[src/rtl/game_display_timing_if.sv]
// Video timing bundle driven by game_display_timing.
// line_stb exists only when GAME_DISPLAY_TIMING_LINE_STB_EN is defined.
interface game_display_timing_if #(
    parameter int unsigned SX_W = 8,
    parameter int unsigned SY_W = 9
);
    logic            hsync;
    logic            vsync;
    logic            vga_de;
    logic            display_enabled;
    logic [SX_W-1:0] sx;
    logic [SY_W-1:0] sy;
    logic            game_pix_stb;
    logic            frame_stb;
`ifdef GAME_DISPLAY_TIMING_LINE_STB_EN
    logic            line_stb;
`endif

    modport master (
`ifdef GAME_DISPLAY_TIMING_LINE_STB_EN
        output line_stb,
`endif
        output hsync, vsync, vga_de, display_enabled, sx, sy, game_pix_stb, frame_stb
    );

    modport slave (
`ifdef GAME_DISPLAY_TIMING_LINE_STB_EN
        input line_stb,
`endif
        input hsync, vsync, vga_de, display_enabled, sx, sy, game_pix_stb, frame_stb
    );
endinterface

[src/rtl/game_display_timing.sv]
// VGA raster timing with a scaled virtual game window; every output registered, 1-cycle latency.
// Optional feature macro: GAME_DISPLAY_TIMING_LINE_STB_EN adds line_stb (one pulse per game row).
module game_display_timing #(
    parameter int unsigned H_VISIBLE = 800,
    parameter int unsigned H_FRONT   = 40,
    parameter int unsigned H_SYNC    = 128,
    parameter int unsigned H_BACK    = 88,
    parameter int unsigned V_VISIBLE = 600,
    parameter int unsigned V_FRONT   = 1,
    parameter int unsigned V_SYNC    = 4,
    parameter int unsigned V_BACK    = 23,
    parameter int unsigned GAME_W    = 224,
    parameter int unsigned GAME_H    = 288,
    parameter int unsigned SCALE     = 2,
    parameter int unsigned H_OFFSET  = 176,
    parameter int unsigned V_OFFSET  = 12
) (
    input  logic                  vga_pix_clk,
    input  logic                  rst,
    game_display_timing_if.master vid
);
    localparam int unsigned H_TOTAL = H_VISIBLE + H_FRONT + H_SYNC + H_BACK;
    localparam int unsigned V_TOTAL = V_VISIBLE + V_FRONT + V_SYNC + V_BACK;
    localparam int unsigned HC_W    = $clog2(H_TOTAL);
    localparam int unsigned VC_W    = $clog2(V_TOTAL);
    localparam int unsigned SX_W    = (GAME_W > 1) ? $clog2(GAME_W) : 1;
    localparam int unsigned SY_W    = (GAME_H > 1) ? $clog2(GAME_H) : 1;
    localparam int unsigned SUB_W   = (SCALE > 1) ? $clog2(SCALE) : 1;

    localparam logic [HC_W-1:0] H_LAST   = HC_W'(H_TOTAL - 1);
    localparam logic [HC_W-1:0] H_DE_END = HC_W'(H_VISIBLE);
    localparam logic [HC_W-1:0] HS_FIRST = HC_W'(H_VISIBLE + H_FRONT);
    localparam logic [HC_W-1:0] HS_LAST  = HC_W'(H_VISIBLE + H_FRONT + H_SYNC - 1);
    localparam logic [HC_W-1:0] HW_FIRST = HC_W'(H_OFFSET);
    localparam logic [HC_W-1:0] HW_LAST  = HC_W'(H_OFFSET + GAME_W * SCALE - 1);
    localparam logic [VC_W-1:0] V_LAST   = VC_W'(V_TOTAL - 1);
    localparam logic [VC_W-1:0] V_DE_END = VC_W'(V_VISIBLE);
    localparam logic [VC_W-1:0] VS_FIRST = VC_W'(V_VISIBLE + V_FRONT);
    localparam logic [VC_W-1:0] VS_LAST  = VC_W'(V_VISIBLE + V_FRONT + V_SYNC - 1);
    localparam logic [VC_W-1:0] VW_FIRST = VC_W'(V_OFFSET);
    localparam logic [VC_W-1:0] VW_LAST  = VC_W'(V_OFFSET + GAME_H * SCALE - 1);
    localparam logic [SUB_W-1:0] SUB_LAST = SUB_W'(SCALE - 1);

    // Game window must fit inside the visible raster.
    if ((GAME_W * SCALE + H_OFFSET > H_VISIBLE) || (GAME_H * SCALE + V_OFFSET > V_VISIBLE)) begin : g_bad_window
        $fatal(1, "game_display_timing: game window exceeds visible area");
    end

    logic [HC_W-1:0]  hcount, hcount_n;
    logic [VC_W-1:0]  vcount, vcount_n;
    logic [SUB_W-1:0] hsub, hsub_n, vsub, vsub_n;
    logic [SX_W-1:0]  gx, gx_n;
    logic [SY_W-1:0]  gy, gy_n;
    logic             h_last, v_last, in_h, in_v, win, pix;

    // Next raster position; sub-pixel/game counters describe the current position and idle at 0 outside the window.
    always_comb begin
        h_last   = (hcount == H_LAST);
        v_last   = (vcount == V_LAST);
        in_h     = (hcount >= HW_FIRST) && (hcount <= HW_LAST);
        in_v     = (vcount >= VW_FIRST) && (vcount <= VW_LAST);
        win      = in_h && in_v;
        pix      = win && (hsub == '0) && (vsub == '0);
        hcount_n = h_last ? '0 : hcount + HC_W'(1);
        vcount_n = vcount;
        hsub_n   = '0;
        gx_n     = '0;
        vsub_n   = vsub;
        gy_n     = gy;
        if (in_h && (hcount != HW_LAST)) begin
            if (hsub == SUB_LAST) begin
                gx_n = gx + SX_W'(1);
            end else begin
                hsub_n = hsub + SUB_W'(1);
                gx_n   = gx;
            end
        end
        if (h_last) begin
            vcount_n = v_last ? '0 : vcount + VC_W'(1);
            vsub_n   = '0;
            gy_n     = '0;
            if (in_v && (vcount != VW_LAST)) begin
                if (vsub == SUB_LAST) begin
                    gy_n = gy + SY_W'(1);
                end else begin
                    vsub_n = vsub + SUB_W'(1);
                    gy_n   = gy;
                end
            end
        end
    end

    always_ff @(posedge vga_pix_clk) begin
        if (rst) begin
            hcount              <= '0;
            vcount              <= '0;
            hsub                <= '0;
            vsub                <= '0;
            gx                  <= '0;
            gy                  <= '0;
            vid.hsync           <= 1'b0;
            vid.vsync           <= 1'b0;
            vid.vga_de          <= 1'b0;
            vid.display_enabled <= 1'b0;
            vid.sx              <= '0;
            vid.sy              <= '0;
            vid.game_pix_stb    <= 1'b0;
            vid.frame_stb       <= 1'b0;
`ifdef GAME_DISPLAY_TIMING_LINE_STB_EN
            vid.line_stb        <= 1'b0;
`endif
        end else begin
            hcount              <= hcount_n;
            vcount              <= vcount_n;
            hsub                <= hsub_n;
            vsub                <= vsub_n;
            gx                  <= gx_n;
            gy                  <= gy_n;
            vid.hsync           <= (hcount >= HS_FIRST) && (hcount <= HS_LAST);
            vid.vsync           <= (vcount >= VS_FIRST) && (vcount <= VS_LAST);
            vid.vga_de          <= (hcount < H_DE_END) && (vcount < V_DE_END);
            vid.display_enabled <= win;
            vid.sx              <= win ? gx : '0;
            vid.sy              <= win ? gy : '0;
            vid.game_pix_stb    <= pix;
            vid.frame_stb       <= (hcount == '0) && (vcount == '0);
`ifdef GAME_DISPLAY_TIMING_LINE_STB_EN
            vid.line_stb        <= pix && (gx == '0);
`endif
        end
    end
endmodule

[src/flat_wrapper.sv]
// flat-port wrapper written by rule: the top's interface ports become plain ports
module game_display_timing_flat 
#(
    parameter int unsigned H_VISIBLE = 800,
    parameter int unsigned H_FRONT   = 40,
    parameter int unsigned H_SYNC    = 128,
    parameter int unsigned H_BACK    = 88,
    parameter int unsigned V_VISIBLE = 600,
    parameter int unsigned V_FRONT   = 1,
    parameter int unsigned V_SYNC    = 4,
    parameter int unsigned V_BACK    = 23,
    parameter int unsigned GAME_W    = 224,
    parameter int unsigned GAME_H    = 288,
    parameter int unsigned SCALE     = 2,
    parameter int unsigned H_OFFSET  = 176,
    parameter int unsigned V_OFFSET  = 12
)
  (vga_pix_clk, rst, vid_hsync, vid_vsync, vid_vga_de, vid_display_enabled, vid_sx, vid_sy, vid_game_pix_stb, vid_frame_stb);
  game_display_timing_if #(.SX_W(($clog2(GAME_W))), .SY_W(($clog2(GAME_H)))) vid_i ();
  input  logic vga_pix_clk;
  input  logic rst;
  output wire logic [$bits(vid_i.hsync)-1:0] vid_hsync;
  output wire logic [$bits(vid_i.vsync)-1:0] vid_vsync;
  output wire logic [$bits(vid_i.vga_de)-1:0] vid_vga_de;
  output wire logic [$bits(vid_i.display_enabled)-1:0] vid_display_enabled;
  output wire logic [$bits(vid_i.sx)-1:0] vid_sx;
  output wire logic [$bits(vid_i.sy)-1:0] vid_sy;
  output wire logic [$bits(vid_i.game_pix_stb)-1:0] vid_game_pix_stb;
  output wire logic [$bits(vid_i.frame_stb)-1:0] vid_frame_stb;
  assign vid_hsync = vid_i.hsync;
  assign vid_vsync = vid_i.vsync;
  assign vid_vga_de = vid_i.vga_de;
  assign vid_display_enabled = vid_i.display_enabled;
  assign vid_sx = vid_i.sx;
  assign vid_sy = vid_i.sy;
  assign vid_game_pix_stb = vid_i.game_pix_stb;
  assign vid_frame_stb = vid_i.frame_stb;
  game_display_timing #(.H_VISIBLE(H_VISIBLE), .H_FRONT(H_FRONT), .H_SYNC(H_SYNC), .H_BACK(H_BACK), .V_VISIBLE(V_VISIBLE), .V_FRONT(V_FRONT), .V_SYNC(V_SYNC), .V_BACK(V_BACK), .GAME_W(GAME_W), .GAME_H(GAME_H), .SCALE(SCALE), .H_OFFSET(H_OFFSET), .V_OFFSET(V_OFFSET)) u_core (.vga_pix_clk(vga_pix_clk), .rst(rst), .vid(vid_i));
endmodule
[config.mk]
export PLATFORM = sky130hd
export DESIGN_NAME = game_display_timing_flat
export DESIGN_NICKNAME = d
export VERILOG_FILES = /design/src/rtl/game_display_timing_if.sv /design/src/rtl/game_display_timing.sv /design/src/flat_wrapper.sv
export SDC_FILE = /design/constraint.sdc
export NUM_CORES = 1
export LEC_CHECK = 0
export CORE_AREA = 4 4 79 81
export DETAILED_ROUTE_END_ITERATION = 8
export DIE_AREA = 0 0 83 85
export PLACE_DENSITY_LB_ADDON = 0.25
export SLEW_MARGIN = 20
export SYNTH_ARGS = -nofsm -noshare
export SYNTH_HDL_FRONTEND = slang
export SYNTH_SLANG_ARGS = --single-unit
[constraint.sdc]
create_clock -name vga_pix_clk -period 2.05 [get_ports vga_pix_clk]
set_input_delay 0.41 -clock vga_pix_clk [delete_from_list [all_inputs] [get_ports vga_pix_clk]]
set_output_delay 0.41 -clock vga_pix_clk [all_outputs]
set_load 0.03 [all_outputs]
Yosys cells after proc, flatten, opt, wreduce, memory -nomap -nowiden
Cells that the tools add are included.

storage, ports and cells
  memory bits (read-only) = 0
  memories = 0
  bits in writable memories = 0
  register bits = 63
  output and inout bits = 23
  bits in latches = 0

cells by class
  magnitude comparators = 10
  reduce and logical (&&, ||, !) cells = 18
  multiplexer cells = 5
  multiply operators = 0
  bitwise operators = 4
  eq/ne operators = 5
  div/mod/pow operators = 0
  $add $sub $neg = 6
  shift-type cells = 0

operator list
  operator               count
  $le 11x10->1 const B   2
  $le 10x10->1 const B   2
  $mux 9                 2
  $add 11x1->11 const B  1
  $eq 11x11->1 const B   1
  $ge 11x10->1 const B   1
  $ge 11x8->1 const B    1
  $logic_and 1x1->1      11
  $logic_not 11->1       1
  $lt 11x10->1 const B   1
  $ne 11x10->1 const B   1
  $add 10x1->10 const B  1
  $eq 10x10->1 const B   1
  $ge 10x10->1 const B   1
  $ge 10x4->1 const B    1
  $logic_not 10->1       1
  $lt 10x10->1 const B   1
  $mux 10                1
  $ne 10x10->1 const B   1
  $add 9x1->9 const B    1
  $add 8x1->8 const B    1
  $reduce_or 2->1        3
  $not 1->1              4
  $reduce_or 3->1        1
  other kinds (4)        6

Depth between registers and ports, before layout
Gate-level depths: netlist of run 1.

  word-level depth = 5
  depth in mapped cells = 7
  gate-level depth less buffers = 7

Worst setup path before layout of run 1
No wires, ideal clock.

  kind = flip-flop to flip-flop
  start point = register u_core.hcount[0]
  end point = register u_core.gy[7]
  buffers on the path = 0
  period minus slack after synthesis = 1.952 ns
  data required time = 1.988 ns
  arrival time = 1.890 ns
  library setup time = 0.062 ns
  setup slack = 0.098 ns
  cell stages (with the launch flop) = 7
  cell sequence = dfxtp_1 ha_1 and4_4 nand4_4 nor4_4 or4b_1 nand3_1

on the way
  longest elaborated chain between the ends = 2

ends and longest elaborated chain
  what                               RTL line                    source
  start: declaration                 game_display_timing.sv:49   logic [HC_W-1:0] hcount, hcount_n;
  start signal: assignment           game_display_timing.sv:113  hcount <= hcount_n;
  $eq 11x11->1                       game_display_timing.sv:58   h_last = (hcount == H_LAST);
  $reduce_and 2->1 (no source line)  --
  end signal: assignment             game_display_timing.sv:118  gy <= gy_n;
  end: declaration                   game_display_timing.sv:53   logic [SY_W-1:0] gy, gy_n;

No other way between the ends.
A chain may end at the register's enable or synchronous reset.

Worst setup path after layout of run 1
Ends and elaborated chain as after synthesis.

==> results of run 1 <==
-- per-stage QoR --
stage,utilization,instances
after global placement,0.573,410
after floorplan,-,316
after CTS,0.610,426
final,0.610,426
after detailed placement,0.573,410
after global routing,0.610,426
-- cell usage in the layout, fill, tap and decap left out, drive strengths merged, types with 10 or more instances in the layout --
cell type / netlist / routed
dfxtp: 63 / 63
clkdlybuf4s50: 0 / 24
xor2: 10 / 10
nand4: 14 / 14
and2: 17 / 17
inv: 10 / 11
o21ai: 12 / 12
nand2: 28 / 28
nand3: 16 / 16
nor2: 44 / 44
xnor2: 15 / 15
buf: 6 / 13
nor3: 23 / 23
-- power by group --
group          switching, mW  leakage, nW  internal, mW
clock network          0.533        0.100         0.573
logic                 0.0335        0.624        0.0209
registers            0.00667        0.508          1.23
total                  0.573         1.23          1.82
-- registers in the layout, indices dropped and copies added, names as in the netlist --
name                        count
u_core.gx                       8
u_core.gy                       9
u_core.hcount                  11
u_core.hsub                     1
u_core.vcount                  10
u_core.vid.display_enabled      1
u_core.vid.frame_stb            1
u_core.vid.game_pix_stb         1
u_core.vid.hsync                1
u_core.vid.sx                   8
u_core.vid.sy                   9
u_core.vid.vga_de               1
u_core.vid.vsync                1
u_core.vsub                     1
-- cell type report --
class                           count  area (sq um)  share of cell area
Clock inverter                      7          81.3              0.0243
Sequential cell                    63          1260               0.378
Timing Repair Buffer               37           338               0.101
Tap cell                           72          90.1              0.0270
Multi-Input combinational cell    228          1410               0.422
Inverter                           10          37.5              0.0112
Clock buffer                        9           124              0.0371
-- logic make-up after synthesis --
| family | after synthesis |
|---|---|
| adders and majority gates | 8 |
| buffers and inverters | 25 |
| DFF | 63 |
| and+or+nand+nor | 164 |
| xor gates and xnor gates | 25 |
| muxes | 1 |
| AOI/OAI and AO/OA | 30 |
-- critical path: cells and delay by family (launching register included) --
family | cells | cell delay, ns
fa+ha+maj | 1 | 0.26
flops | 1 | 0.39
simple gates | 5 | 1.14
-- path summary, 6_finish.rpt --
path                                       start               end  slack (ns)  cells past startpoint
worst max register to register  u_core.hcount[0]      u_core.gy[7]        0.19                      6
worst min-delay path            u_core.hcount[0]  u_core.hcount[0]        0.48                      1
worst max-delay path            u_core.hcount[0]      u_core.gy[7]        0.19                      6
worst min register to register  u_core.hcount[0]  u_core.hcount[0]        0.48                      1
-- layer usage --
layer / vias up / share of wire / GRT usage
met5: - / 0 / 0
met4: 0 / 0.018 / 0.0951
met3: 9 / 0.047 / 0.0398
met2: 40 / 0.46 / 0.259
met1: 1064 / 0.47 / 0.210
li1: 1155 / - / -
==> impl_results.html, run 1 <==
<table>
<tr><th>Metric</th><th>Value</th></tr>
<tr><th colspan="2">Run status</th></tr>
<tr><td>Result of the run</td><td>finished, final reports clean</td></tr>
<tr><th colspan="2">Synthesis</th></tr>
<tr><td>Mapped Area</td><td>about 0.0028 sq mm</td></tr>
<tr><td>Post-synthesis adder-cell area fraction</td><td>0.0359</td></tr>
<tr><td>Flip-flop and latch count after synthesis</td><td>63</td></tr>
<tr><td>Number of enable-type register cells in the synthesized netlist</td><td>0</td></tr>
<tr><td>Synth top area cells</td><td>dfxtp_1, nor2_1, xnor2_1</td></tr>
<tr><td>Simple-gate share of the synthesized area</td><td>0.320</td></tr>
<tr><td>Synthesized netlist cell count</td><td>316</td></tr>
<tr><td>Synthesized area per cell</td><td>8.81 sq um</td></tr>
<tr><td>Net count after synthesis</td><td>between 300 and 400</td></tr>
<tr><td>XOR/XNOR Fraction of Synth Area</td><td>0.0786</td></tr>
<tr><td>Share of cell area taken by muxes after synthesis</td><td>0.00359</td></tr>
<tr><td>Ys Warns</td><td>0</td></tr>
<tr><td>Synth area leader</td><td>dfxtp_1</td></tr>
<tr><td>Most used standard cell by instance count after synthesis</td><td>dfxtp_1</td></tr>
<tr><td>Library cells used by synthesis</td><td>46</td></tr>
<tr><td>Compound-gate portion of the synthesized area</td><td>0.0678</td></tr>
<tr><td>Share of async-settable or async-resettable flops after synthesis</td><td>0</td></tr>
<tr><td>Synth cell count leaders</td><td>dfxtp_1, nor2_1, nand2_1</td></tr>
<tr><td>Top FF cell, synth</td><td>dfxtp_1</td></tr>
<tr><td>Share of synthesized area occupied by flip-flops and latches</td><td>0.453</td></tr>
<tr><td>Combinational family with the most area after synthesis</td><td>simple AND/OR/NAND/NOR gates</td></tr>
<tr><td>Fraction of post-synthesis cell area in the top cell type by area</td><td>0.453</td></tr>
<tr><th colspan="2">STA</th></tr>
<tr><td>Worst Max-Slew Pin Slew</td><td>roughly 0.5 ns</td></tr>
<tr><td>Fin Setup TNS</td><td>0 ns</td></tr>
<tr><td>Final number of setup-violating endpoints</td><td>0</td></tr>
<tr><td>Relative slew margins</td><td>0.669</td></tr>
<tr><td>Worst clock skew</td><td>about 0.0097 ns</td></tr>
<tr><td>Final hold vios</td><td>0</td></tr>
<tr><td>RSZ-0062 raised after global routing</td><td>false</td></tr>
<tr><td>Worst hold margin</td><td>0.480 ns</td></tr>
<tr><td>Slew Limit Fails</td><td>0</td></tr>
<tr><td>Period minus WS final</td><td>1.86 ns</td></tr>
<tr><td>Max Clock Freq</td><td>539 MHz</td></tr>
<tr><td>Fin crit share</td><td>0.905</td></tr>
<tr><td>Crit path setup slack, layout</td><td>around 0.19 ns</td></tr>
<tr><th colspan="2">Clock network</th></tr>
<tr><td>Clock root buffer master</td><td>clkbuf_8</td></tr>
<tr><td>H-tree levels</td><td>3</td></tr>
<tr><td>Hold buffer count at CTS</td><td>0</td></tr>
<tr><td>Inserted Clock Buffers</td><td>9</td></tr>
<tr><td>Clock edge transition at the registers on the reported setup and hold paths</td><td>0.08 ns</td></tr>
<tr><td>TritonCTS Sinks</td><td>between 60 and 70</td></tr>
<tr><td>Count of cells resized by post-cts repair</td><td>0</td></tr>
<tr><td>Buffers inserted during post-CTS setup optimization</td><td>0</td></tr>
<tr><td>TritonCTS clock tree</td><td>built</td></tr>
<tr><td>Max Buffers Root-to-Sink</td><td>2</td></tr>
<tr><td>Skew-Pair Late Insertion Delay</td><td>roughly 0.35 ns</td></tr>
<tr><th colspan="2">Place</th></tr>
<tr><td>Placement-stage worst setup slack</td><td>approximately 0.21 ns</td></tr>
<tr><td>Final estimated routing congestion in global placement</td><td>roughly 0.82</td></tr>
<tr><td>Final HPWL from detailed placement</td><td>around 3.8 mm</td></tr>
<tr><td>Placed standard-cell area</td><td>between 0.003 and 0.004 sq mm</td></tr>
<tr><td>Quantity of I/O buffers inserted on ports</td><td>24</td></tr>
<tr><th colspan="2">GRT</th></tr>
<tr><td>Largest net degree at the start of global routing</td><td>19</td></tr>
<tr><td>Overflow left after global routing</td><td>0</td></tr>
<tr><td>First-pass GRT wire length</td><td>about 9.6 mm</td></tr>
<tr><td>Vias in the first global route</td><td>2151</td></tr>
<tr><td>GRT Overall Usage</td><td>0.166</td></tr>
<tr><td>Antenna violations before repair</td><td>0</td></tr>
<tr><th colspan="2">Final layout</th></tr>
<tr><td>Number of nets in the layout</td><td>approximately 360</td></tr>
<tr><td>Fill cell count</td><td>between 400 and 500</td></tr>
<tr><td>Total inserted antenna cells</td><td>0</td></tr>
<tr><td>Area growth from synthesis to layout</td><td>19.9%</td></tr>
<tr><td>Fraction of final layout cells with drive strength greater than 1</td><td>0.116</td></tr>
<tr><td>Final instance area</td><td>around 0.0033 sq mm</td></tr>
<tr><th colspan="2">Critical path</th></tr>
<tr><td>Critical Path Slowest Stage Cell</td><td>or4b_1</td></tr>
<tr><td>Category of the worst setup path launch point</td><td>flop</td></tr>
<tr><td>Cell-by-cell listing of the critical path</td><td>ha_1, and4_4, nand4_4, nor4_4, or4b_1, nand3_1</td></tr>
<tr><td>Crit-path max cell delay</td><td>0.46 ns</td></tr>
<tr><td>CP Data Required Time</td><td>roughly 2.3 ns</td></tr>
<tr><td>CP Data Arrival Time</td><td>2.14 ns</td></tr>
<tr><td>CP Capture Type</td><td>flop</td></tr>
<tr><td>Path type of the worst setup path</td><td>reg -&gt; reg</td></tr>
<tr><td>Maximum fanout along the worst path</td><td>5</td></tr>
<tr><th colspan="2">Routing</th></tr>
<tr><td>Post-DR vias/cell</td><td>around 5.3</td></tr>
<tr><td>Count of TritonRoute iterations in the first routing pass</td><td>4</td></tr>
<tr><td>Number of violations reported at the end of detailed-routing iteration 0</td><td>about 110</td></tr>
<tr><td>Total via count after detailed routing</td><td>between 2000 and 2500</td></tr>
<tr><td>Antenna-violating nets left</td><td>0</td></tr>
<tr><td>Wire length after detailed routing</td><td>roughly 5.4 mm</td></tr>
<tr><td>DRC violation count after routing</td><td>0</td></tr>
<tr><td>Detail-routed net length per standard cell</td><td>between 10 and 15 microns</td></tr>
<tr><th colspan="2">Power and ir drop</th></tr>
<tr><td>Power consumption</td><td>around 2.4 mW</td></tr>
<tr><td>Total power divided by cell area</td><td>between 700 and 800 mW/mm^2</td></tr>
<tr><td>Leak pwr</td><td>approximately 1.2 nW</td></tr>
<tr><td>Worst-case vdd ir drop</td><td>roughly 390 uV</td></tr>
<tr><th colspan="2">Min path</th></tr>
<tr><td>Type of the worst min-delay path</td><td>reg -&gt; reg</td></tr>
<tr><th colspan="2">Die</th></tr>
<tr><td>CORE AREA</td><td>~0.0055 sq mm</td></tr>
<tr><td>Die extent in x</td><td>about 83 microns</td></tr>
<tr><td>Total I/O pin count</td><td>25</td></tr>
<tr><td>Std-Cell Rows</td><td>27</td></tr>
<tr><td>Die Outline Area</td><td>between 0.007 and 0.008 sq mm</td></tr>
<tr><td>Die extent in y</td><td>85 microns</td></tr>
<tr><td>Initial Util</td><td>0.509</td></tr>
<tr><th colspan="2">Flow run</th></tr>
<tr><td>Number of maximum-capacitance violations</td><td>0</td></tr>
</table>
Power figures use the tool's default switching activity.
==> inputs of run 2 (changes only) <==
CORE_AREA = 4 4 77 79   (was 4 4 79 81)
DIE_AREA = 0 0 81 83   (was 0 0 83 85)
RECOVER_POWER = 25   (was default)
clock period = 2.2 ns   (was 2.05 ns; I/O delays follow)
==> run 2 against run 1 <==
Clock power shrank 22%. Critical path type unchanged. Register-to-register slack gained 0.03 ns. Die area shrank 4.7%.
==> impl_results.html, run 2 (synthesized netlist as in run 1, its figures left out) <==
<table>
<tr><th>Metric</th><th>Value</th></tr>
<tr><th colspan="2">Run status</th></tr>
<tr><td>Result of the run</td><td>finished, final reports clean (unchanged)</td></tr>
<tr><th colspan="2">Die</th></tr>
<tr><td>CORE AREA</td><td>0.00534 sq mm (was 0.00547 sq mm)</td></tr>
<tr><td>Die extent in y</td><td>83 microns (was 85 microns)</td></tr>
<tr><td>Initial Util</td><td>0.522 (was 0.509)</td></tr>
<tr><td>Std-Cell Rows</td><td>27 (unchanged)</td></tr>
<tr><td>Total I/O pin count</td><td>25 (unchanged)</td></tr>
<tr><td>Die Outline Area</td><td>0.00672 sq mm (was 0.00706 sq mm)</td></tr>
<tr><td>Die extent in x</td><td>81 microns (was 83 microns)</td></tr>
<tr><th colspan="2">Critical path</th></tr>
<tr><td>CP Data Arrival Time</td><td>2.20 ns (was 2.14 ns)</td></tr>
<tr><td>Maximum fanout along the worst path</td><td>9 (was 5)</td></tr>
<tr><td>CP startpoint</td><td>u_core.vcount[3] (was u_core.hcount[0])</td></tr>
<tr><td>Register-to-register setup slack</td><td>0.22 ns (was 0.19 ns)</td></tr>
<tr><td>Worst reg2reg startpoint</td><td>u_core.vcount[3] (was u_core.hcount[0])</td></tr>
<tr><td>Crit-path leading delay family</td><td>simple AND/OR/NAND/NOR gates (unchanged)</td></tr>
<tr><td>Destination of the worst register-to-register timing path</td><td>u_core.gy[5] (was u_core.gy[7])</td></tr>
<tr><td>Number of buffers and inverters on the critical path</td><td>1 (was 0)</td></tr>
<tr><td>Cell-by-cell listing of the critical path</td><td>or4b_2, nor3_4, nor4_4, buf_4, a32oi_1, nand2_1 (was ha_1, and4_4, nand4_4, nor4_4, or4b_1, nand3_1)</td></tr>
<tr><td>Crit-path max cell delay</td><td>0.67 ns (was 0.46 ns)</td></tr>
<tr><td>Critical Path Slowest Stage Cell</td><td>or4b_2 (was or4b_1)</td></tr>
<tr><td>Path type of the worst setup path</td><td>reg -&gt; reg (unchanged)</td></tr>
<tr><td>CP Capture Type</td><td>flop (unchanged)</td></tr>
<tr><td>Path depth of the worst reg2reg path</td><td>6 (unchanged)</td></tr>
<tr><td>Critical Path End</td><td>u_core.gy[5] (was u_core.gy[7])</td></tr>
<tr><td>CP Data Required Time</td><td>2.42 ns (was 2.34 ns)</td></tr>
<tr><td>Worst path depth</td><td>6 (unchanged)</td></tr>
<tr><td>Category of the worst setup path launch point</td><td>flop (unchanged)</td></tr>
<tr><th colspan="2">Place</th></tr>
<tr><td>Final HPWL from detailed placement</td><td>3.95 mm (was 3.81 mm)</td></tr>
<tr><td>Placed standard-cell area</td><td>0.00309 sq mm (was 0.00314 sq mm)</td></tr>
<tr><td>Quantity of I/O buffers inserted on ports</td><td>24 (unchanged)</td></tr>
<tr><td>Placement-stage worst setup slack</td><td>0.236 ns (was 0.211 ns)</td></tr>
<tr><td>Final estimated routing congestion in global placement</td><td>0.874 (was 0.824)</td></tr>
<tr><td>Post-placement cell count</td><td>404 (was 410)</td></tr>
<tr><th colspan="2">STA</th></tr>
<tr><td>Relative slew margins</td><td>0.560 (was 0.669)</td></tr>
<tr><td>RSZ-0062 raised after global routing</td><td>false (unchanged)</td></tr>
<tr><td>Max Clock Freq</td><td>505 MHz (was 539 MHz)</td></tr>
<tr><td>Crit path setup slack, layout</td><td>0.221 ns (was 0.194 ns)</td></tr>
<tr><td>Final number of setup-violating endpoints</td><td>0 (unchanged)</td></tr>
<tr><td>Final hold vios</td><td>0 (unchanged)</td></tr>
<tr><td>Worst clock skew</td><td>0.00844 ns (was 0.00975 ns)</td></tr>
<tr><td>Fin crit share</td><td>0.900 (was 0.905)</td></tr>
<tr><td>Fin Setup TNS</td><td>0 ns (unchanged)</td></tr>
<tr><td>Worst hold margin</td><td>0.478 ns (was 0.480 ns)</td></tr>
<tr><td>Worst Max-Slew Pin Slew</td><td>0.655 ns (was 0.494 ns)</td></tr>
<tr><td>Period minus WS final</td><td>1.98 ns (was 1.86 ns)</td></tr>
<tr><td>Slew Limit Fails</td><td>0 (unchanged)</td></tr>
<tr><th colspan="2">GRT</th></tr>
<tr><td>First-pass GRT wire length</td><td>9.42 mm (was 9.59 mm)</td></tr>
<tr><td>Antenna violations before repair</td><td>0 (unchanged)</td></tr>
<tr><td>GRT Overall Usage</td><td>0.175 (was 0.166)</td></tr>
<tr><td>Largest net degree at the start of global routing</td><td>17 (was 19)</td></tr>
<tr><td>Overflow left after global routing</td><td>0 (unchanged)</td></tr>
<tr><td>Vias in the first global route</td><td>2052 (was 2151)</td></tr>
<tr><th colspan="2">Final layout</th></tr>
<tr><td>Area growth from synthesis to layout</td><td>17.0% (was 19.9%)</td></tr>
<tr><td>Fraction of final layout cells with drive strength greater than 1</td><td>0.0977 (was 0.116)</td></tr>
<tr><td>Flip-flop count of the largest register after layout</td><td>11 (unchanged)</td></tr>
<tr><td>Area of the multi-input gates</td><td>0.00141 sq mm (unchanged)</td></tr>
<tr><td>Leading cell type in the layout, fill and taps excluded</td><td>dfxtp_1 (unchanged)</td></tr>
<tr><td>Number of nets in the layout</td><td>353 (was 359)</td></tr>
<tr><td>Sequential standard cell area</td><td>0.00126 sq mm (unchanged)</td></tr>
<tr><td>Most used cells in the layout excluding fill and tap cells</td><td>dfxtp_1, nor2_1, nand2_1 (unchanged)</td></tr>
<tr><td>Total inserted antenna cells</td><td>0 (unchanged)</td></tr>
<tr><td>Registers with the most flip-flops</td><td>u_core.hcount: 11 flops, u_core.vcount: 10 flops (unchanged)</td></tr>
<tr><td>Register ranked first by flip-flop count</td><td>u_core.hcount (unchanged)</td></tr>
<tr><td>Non-filler instance count after layout</td><td>420 (was 426)</td></tr>
<tr><td>Final instance area</td><td>0.00326 sq mm (was 0.00334 sq mm)</td></tr>
<tr><td>Core Util, Final</td><td>0.611 (was 0.610)</td></tr>
<tr><td>Fill cell count</td><td>499 (was 484)</td></tr>
<tr><th colspan="2">Power and ir drop</th></tr>
<tr><td>Sequential Power Share</td><td>0.558 (was 0.516)</td></tr>
<tr><td>Total power divided by cell area</td><td>635 mW/mm^2 (was 718 mW/mm^2)</td></tr>
<tr><td>Worst-case vdd ir drop</td><td>435 uV (was 394 uV)</td></tr>
<tr><td>Leak pwr</td><td>1.22 nW (was 1.23 nW)</td></tr>
<tr><td>Clock power share</td><td>0.419 (was 0.461)</td></tr>
<tr><td>Cell-internal power</td><td>1.57 mW (was 1.82 mW)</td></tr>
<tr><td>Logic pwr share</td><td>0.023 (about the same)</td></tr>
<tr><td>Switching fraction of total power</td><td>0.239 (about the same)</td></tr>
<tr><td>Power consumption</td><td>2.07 mW (was 2.40 mW)</td></tr>
<tr><td>Net load switching power</td><td>0.495 mW (was 0.573 mW)</td></tr>
<tr><th colspan="2">Clock network</th></tr>
<tr><td>Inserted Clock Buffers</td><td>9 (unchanged)</td></tr>
<tr><td>Skew-Pair Late Insertion Delay</td><td>0.33 ns (was 0.35 ns)</td></tr>
<tr><td>Max Buffers Root-to-Sink</td><td>2 (unchanged)</td></tr>
<tr><td>TritonCTS clock tree</td><td>built (unchanged)</td></tr>
<tr><td>TritonCTS Sinks</td><td>63 (unchanged)</td></tr>
<tr><td>Clock root buffer master</td><td>clkbuf_8 (unchanged)</td></tr>
<tr><td>Buffers inserted during post-CTS setup optimization</td><td>0 (unchanged)</td></tr>
<tr><td>Count of cells resized by post-cts repair</td><td>0 (unchanged)</td></tr>
<tr><td>Hold buffer count at CTS</td><td>0 (unchanged)</td></tr>
<tr><td>H-tree levels</td><td>3 (unchanged)</td></tr>
<tr><td>Clock edge transition at the registers on the reported setup and hold paths</td><td>0.07 ns (was 0.08 ns)</td></tr>
<tr><th colspan="2">Routing</th></tr>
<tr><td>Antenna-violating nets left</td><td>0 (unchanged)</td></tr>
<tr><td>Post-DR vias/cell</td><td>5.30 (was 5.32)</td></tr>
<tr><td>Detail-routed net length per standard cell</td><td>13.2 microns (was 12.8 microns)</td></tr>
<tr><td>Count of TritonRoute iterations in the first routing pass</td><td>4 (unchanged)</td></tr>
<tr><td>DRC violation count after routing</td><td>0 (unchanged)</td></tr>
<tr><td>Wire length after detailed routing</td><td>5.54 mm (was 5.45 mm)</td></tr>
<tr><td>Number of violations reported at the end of detailed-routing iteration 0</td><td>154 (was 108)</td></tr>
<tr><td>Total via count after detailed routing</td><td>2225 (was 2268)</td></tr>
<tr><th colspan="2">Min path</th></tr>
<tr><td>Type of the worst min-delay path</td><td>reg -&gt; reg (unchanged)</td></tr>
<tr><th colspan="2">Flow run</th></tr>
<tr><td>Number of maximum-capacitance violations</td><td>0 (unchanged)</td></tr>
</table>
run 2: changes by cell type in the layout (fill, tap and decap cells not counted), moves of 2 or more:
cell / before / now
dlygate4sd3_1: 0 / 9
and2_0: 0 / 2
and2_1: 17 / 15
clkinv_4: 4 / 2
buf_4: 13 / 6
clkinv_2: 0 / 3
clkdlybuf4s50_1: 24 / 15
run 2: layout make-up:
cell class | instances | share of cell area
multi-input combinational | 228 | 0.432
sequential | 63 | 0.387
timing repair buffer | 31 | 0.0887
clock buffer | 9 | 0.0380
tap | 72 | 0.0276
clock inverter | 7 | 0.0150
inverter | 10 | 0.0115
run 2: how the worst min path moves through the flow:
| stage | from | endpoint | slack [ns] | depth (start not counted) |
|---|---|---|---|---|
| floorplan | u_core.hcount[0] | u_core.hcount[0] | 0.44 | 1 |
| global placement | u_core.gx[7] | u_core.vid.sx[7] | 0.46 | 1 |
| detailed placement | u_core.hcount[0] | u_core.hcount[0] | 0.46 | 1 |
| CTS | u_core.hcount[0] | u_core.hcount[0] | 0.48 | 1 |
| global route | u_core.hcount[0] | u_core.hcount[0] | 0.49 | 1 |
| finish | u_core.hcount[0] | u_core.hcount[0] | 0.48 | 1 |
run 2: power by group through the flow:
stage | Sequential, mW | Combinational (mW) | Clock (mW)
4_1_cts | 1.15 | 0.0491 | 0.892
6_report | 1.15 | 0.0475 | 0.868
3_3_place_gp | 1.18 | 0.0479 | 0
3_5_place_dp | 1.18 | 0.0486 | 0
2_1_floorplan | 1.18 | 0.0256 | 0
5_1_grt | 1.15 | 0.0538 | 0.937
run 2: layer usage:
layer | up-vias | global-route usage | wire length (microns)
met5 | - | 0 | 0
met4 | 0 | 0.0937 | 104
met3 | 10 | 0.0358 | 199
met2 | 40 | 0.257 | 2500
met1 | 1037 | 0.238 | 2730
li1 | 1138 | - | -
run 2: worst reg2reg max path, stage by stage (launching register included):
cell,delay [ns]
dfxtp_1,0.50
or4b_2,0.67
nor3_4,0.20
nor4_4,0.07
buf_4,0.17
a32oi_1,0.19
nand2_1,0.07
==> inputs of run 3 (changes only) <==
CTS_CLUSTER_DIAMETER = 150   (was default)
==> results of run 3 <==
The final DEF is identical to that of run 2; final timing and power are the same.
==> RTL edit: new RTL, config.mk and constraints of run 1 <==
`V_OFFSET` is set to 12 in 2 places; all go to 9.
--- a/src/rtl/game_display_timing.sv
+++ b/src/rtl/game_display_timing.sv
@@ -13,7 +13,7 @@
     parameter int unsigned GAME_H    = 288,
     parameter int unsigned SCALE     = 2,
     parameter int unsigned H_OFFSET  = 176,
-    parameter int unsigned V_OFFSET  = 12
+    parameter int unsigned V_OFFSET  = 9
 ) (
     input  logic                  vga_pix_clk,
     input  logic                  rst,
--- a/src/flat_wrapper.sv
+++ b/src/flat_wrapper.sv
@@ -13,7 +13,7 @@
     parameter int unsigned GAME_H    = 288,
     parameter int unsigned SCALE     = 2,
     parameter int unsigned H_OFFSET  = 176,
-    parameter int unsigned V_OFFSET  = 12
+    parameter int unsigned V_OFFSET  = 9
 )
   (vga_pix_clk, rst, vid_hsync, vid_vsync, vid_vga_de, vid_display_enabled, vid_sx, vid_sy, vid_game_pix_stb, vid_frame_stb);
   game_display_timing_if #(.SX_W(($clog2(GAME_W))), .SY_W(($clog2(GAME_H)))) vid_i ();
Formal check against the unedited RTL: no difference found for any inputs over 10 cycles, from zero or initial values and one cycle with rst high; that may be too few to reach the edited logic, so the function may still have changed.
==> RTL edit against run 1 <==
Power is 8.6% higher; sequential cell count stayed put; maximum frequency is 1.5% lower; largest cell class unchanged; synthesized area is 2.5% higher; non-clock buffer count is 5 higher; setup slack worse by 28 ps; cell area is 4.7% higher; wire length is 2.8% higher; critical endpoint is now u_core.gy[3].
==> RTL edit: results (changes against run 1) <==
| Metric | Value |
|---|---|
| Maximum fanout along the worst path | `10 (+5)` |
| Syn Nets | `320 (-1.8%)` |
| Multiplexer area fraction after synthesis | `1.10% (+0.74 points)` |
| CP top delay family | `compound AO/OA/AOI/OAI gates` |
| Status | `complete, no violations` |
| Cell area after layout | `0.00350 mm2 (+4.7%)` |
| Distinct cells, synth | `58 (+26%)` |
| Met1 Track Usage GR | `21.1% (+0.13 points)` |
| WL/cell | `13.2 um (+3.6%)` |
| Invs w/o clock | `13 (+3)` |
| Top post-synthesis cells by count | `dfxtp_1 (63), nor2_1 (29), nor3_1 (21)` |
| P_leak | `1.31 nW (+6.0%)` |
| Vias in the first global route | `2,192 (+1.9%)` |
| Met3 Use GR | `5.63% (+1.7 points)` |
| Setup Skew | `10.6 ps (+0.868 ps)` |
| Clock power frac | `50.2% (+4.1 points)` |
| XOR/XNOR share of the synthesized area | `7.37% (-0.50 points)` |
| Fraction of area in multi-input gates | `42.2% (+0.046 points)` |
| Routability Congestion | `0.890 (+8.1%)` |
| VDD IR-drop max | `0.000461 V (+17%)` |
| Sw power | `511 uW (-11%)` |
| Least-Margin Pin Slew | `400 ps (-93.5 ps)` |
| Metal2 WL | `2690 um (+7.0%)` |
| Post-Synth Adder-Cell Area | `3.51% (-0.087 points)` |
| Fillers | `473 (-2.3%)` |
| Layout buffer count excluding clock buffers | `42 (+14%)` |
| Post-synthesis cell count | `310 (-1.9%)` |
| Wl on met1 | `2590 um (+0.54%)` |
| Worst Setup Slack, final | `166 ps (-27.7 ps)` |
| Placement-stage worst setup slack | `107 ps (-105 ps)` |
| Nets | `357 (-0.56%)` |
| Via density per instance | `5.32 (about the same)` |
| Largest net degree at the start of global routing | `15 (-4)` |
| Register area share after synthesis | `44.2% (-1.1 points)` |
| Top cells by area, synth | `dfxtp_1 (44%), xor2_1 (4.6%), nor2_1 (3.8%)` |
| CP max stage delay | `360 ps (-100 ps)` |
| R2r setup slk | `170 ps (-30 ps)` |
| Clock buffers | `10 (+1)` |
| Placed insts | `408 (-0.49%)` |
==> RTL edit: cell count changes after synthesis, sizes merged, moves of 4 or more <==
| cell | run 1 | this run |
|---|---|---|
| nand2 | 28 | 11 |
| nor2 | 44 | 30 |
| and3 | 1 | 8 |
| xnor2 | 15 | 9 |
| buf | 6 | 11 |
| xor2 | 10 | 15 |
| a21oi | 8 | 12 |
| clkbuf | 9 | 5 |
| nand3 | 16 | 12 |
==> RTL edit: path summary, 6_finish.rpt <==
kind,startpoint,to,cells past startpoint
worst min-delay path,u_core.gy[8],u_core.vid.sy[8],2
worst max register to register,u_core.vcount[0],u_core.gy[3],8
worst min register to register,u_core.gy[8],u_core.vid.sy[8],2
worst max-delay path,u_core.vcount[0],u_core.gy[3],8
==> RTL edit: worst min-delay path, stage by stage (launching register included) <==
cell     delay [ps]
dfxtp_1         310
inv_1            70
nor3_1           50
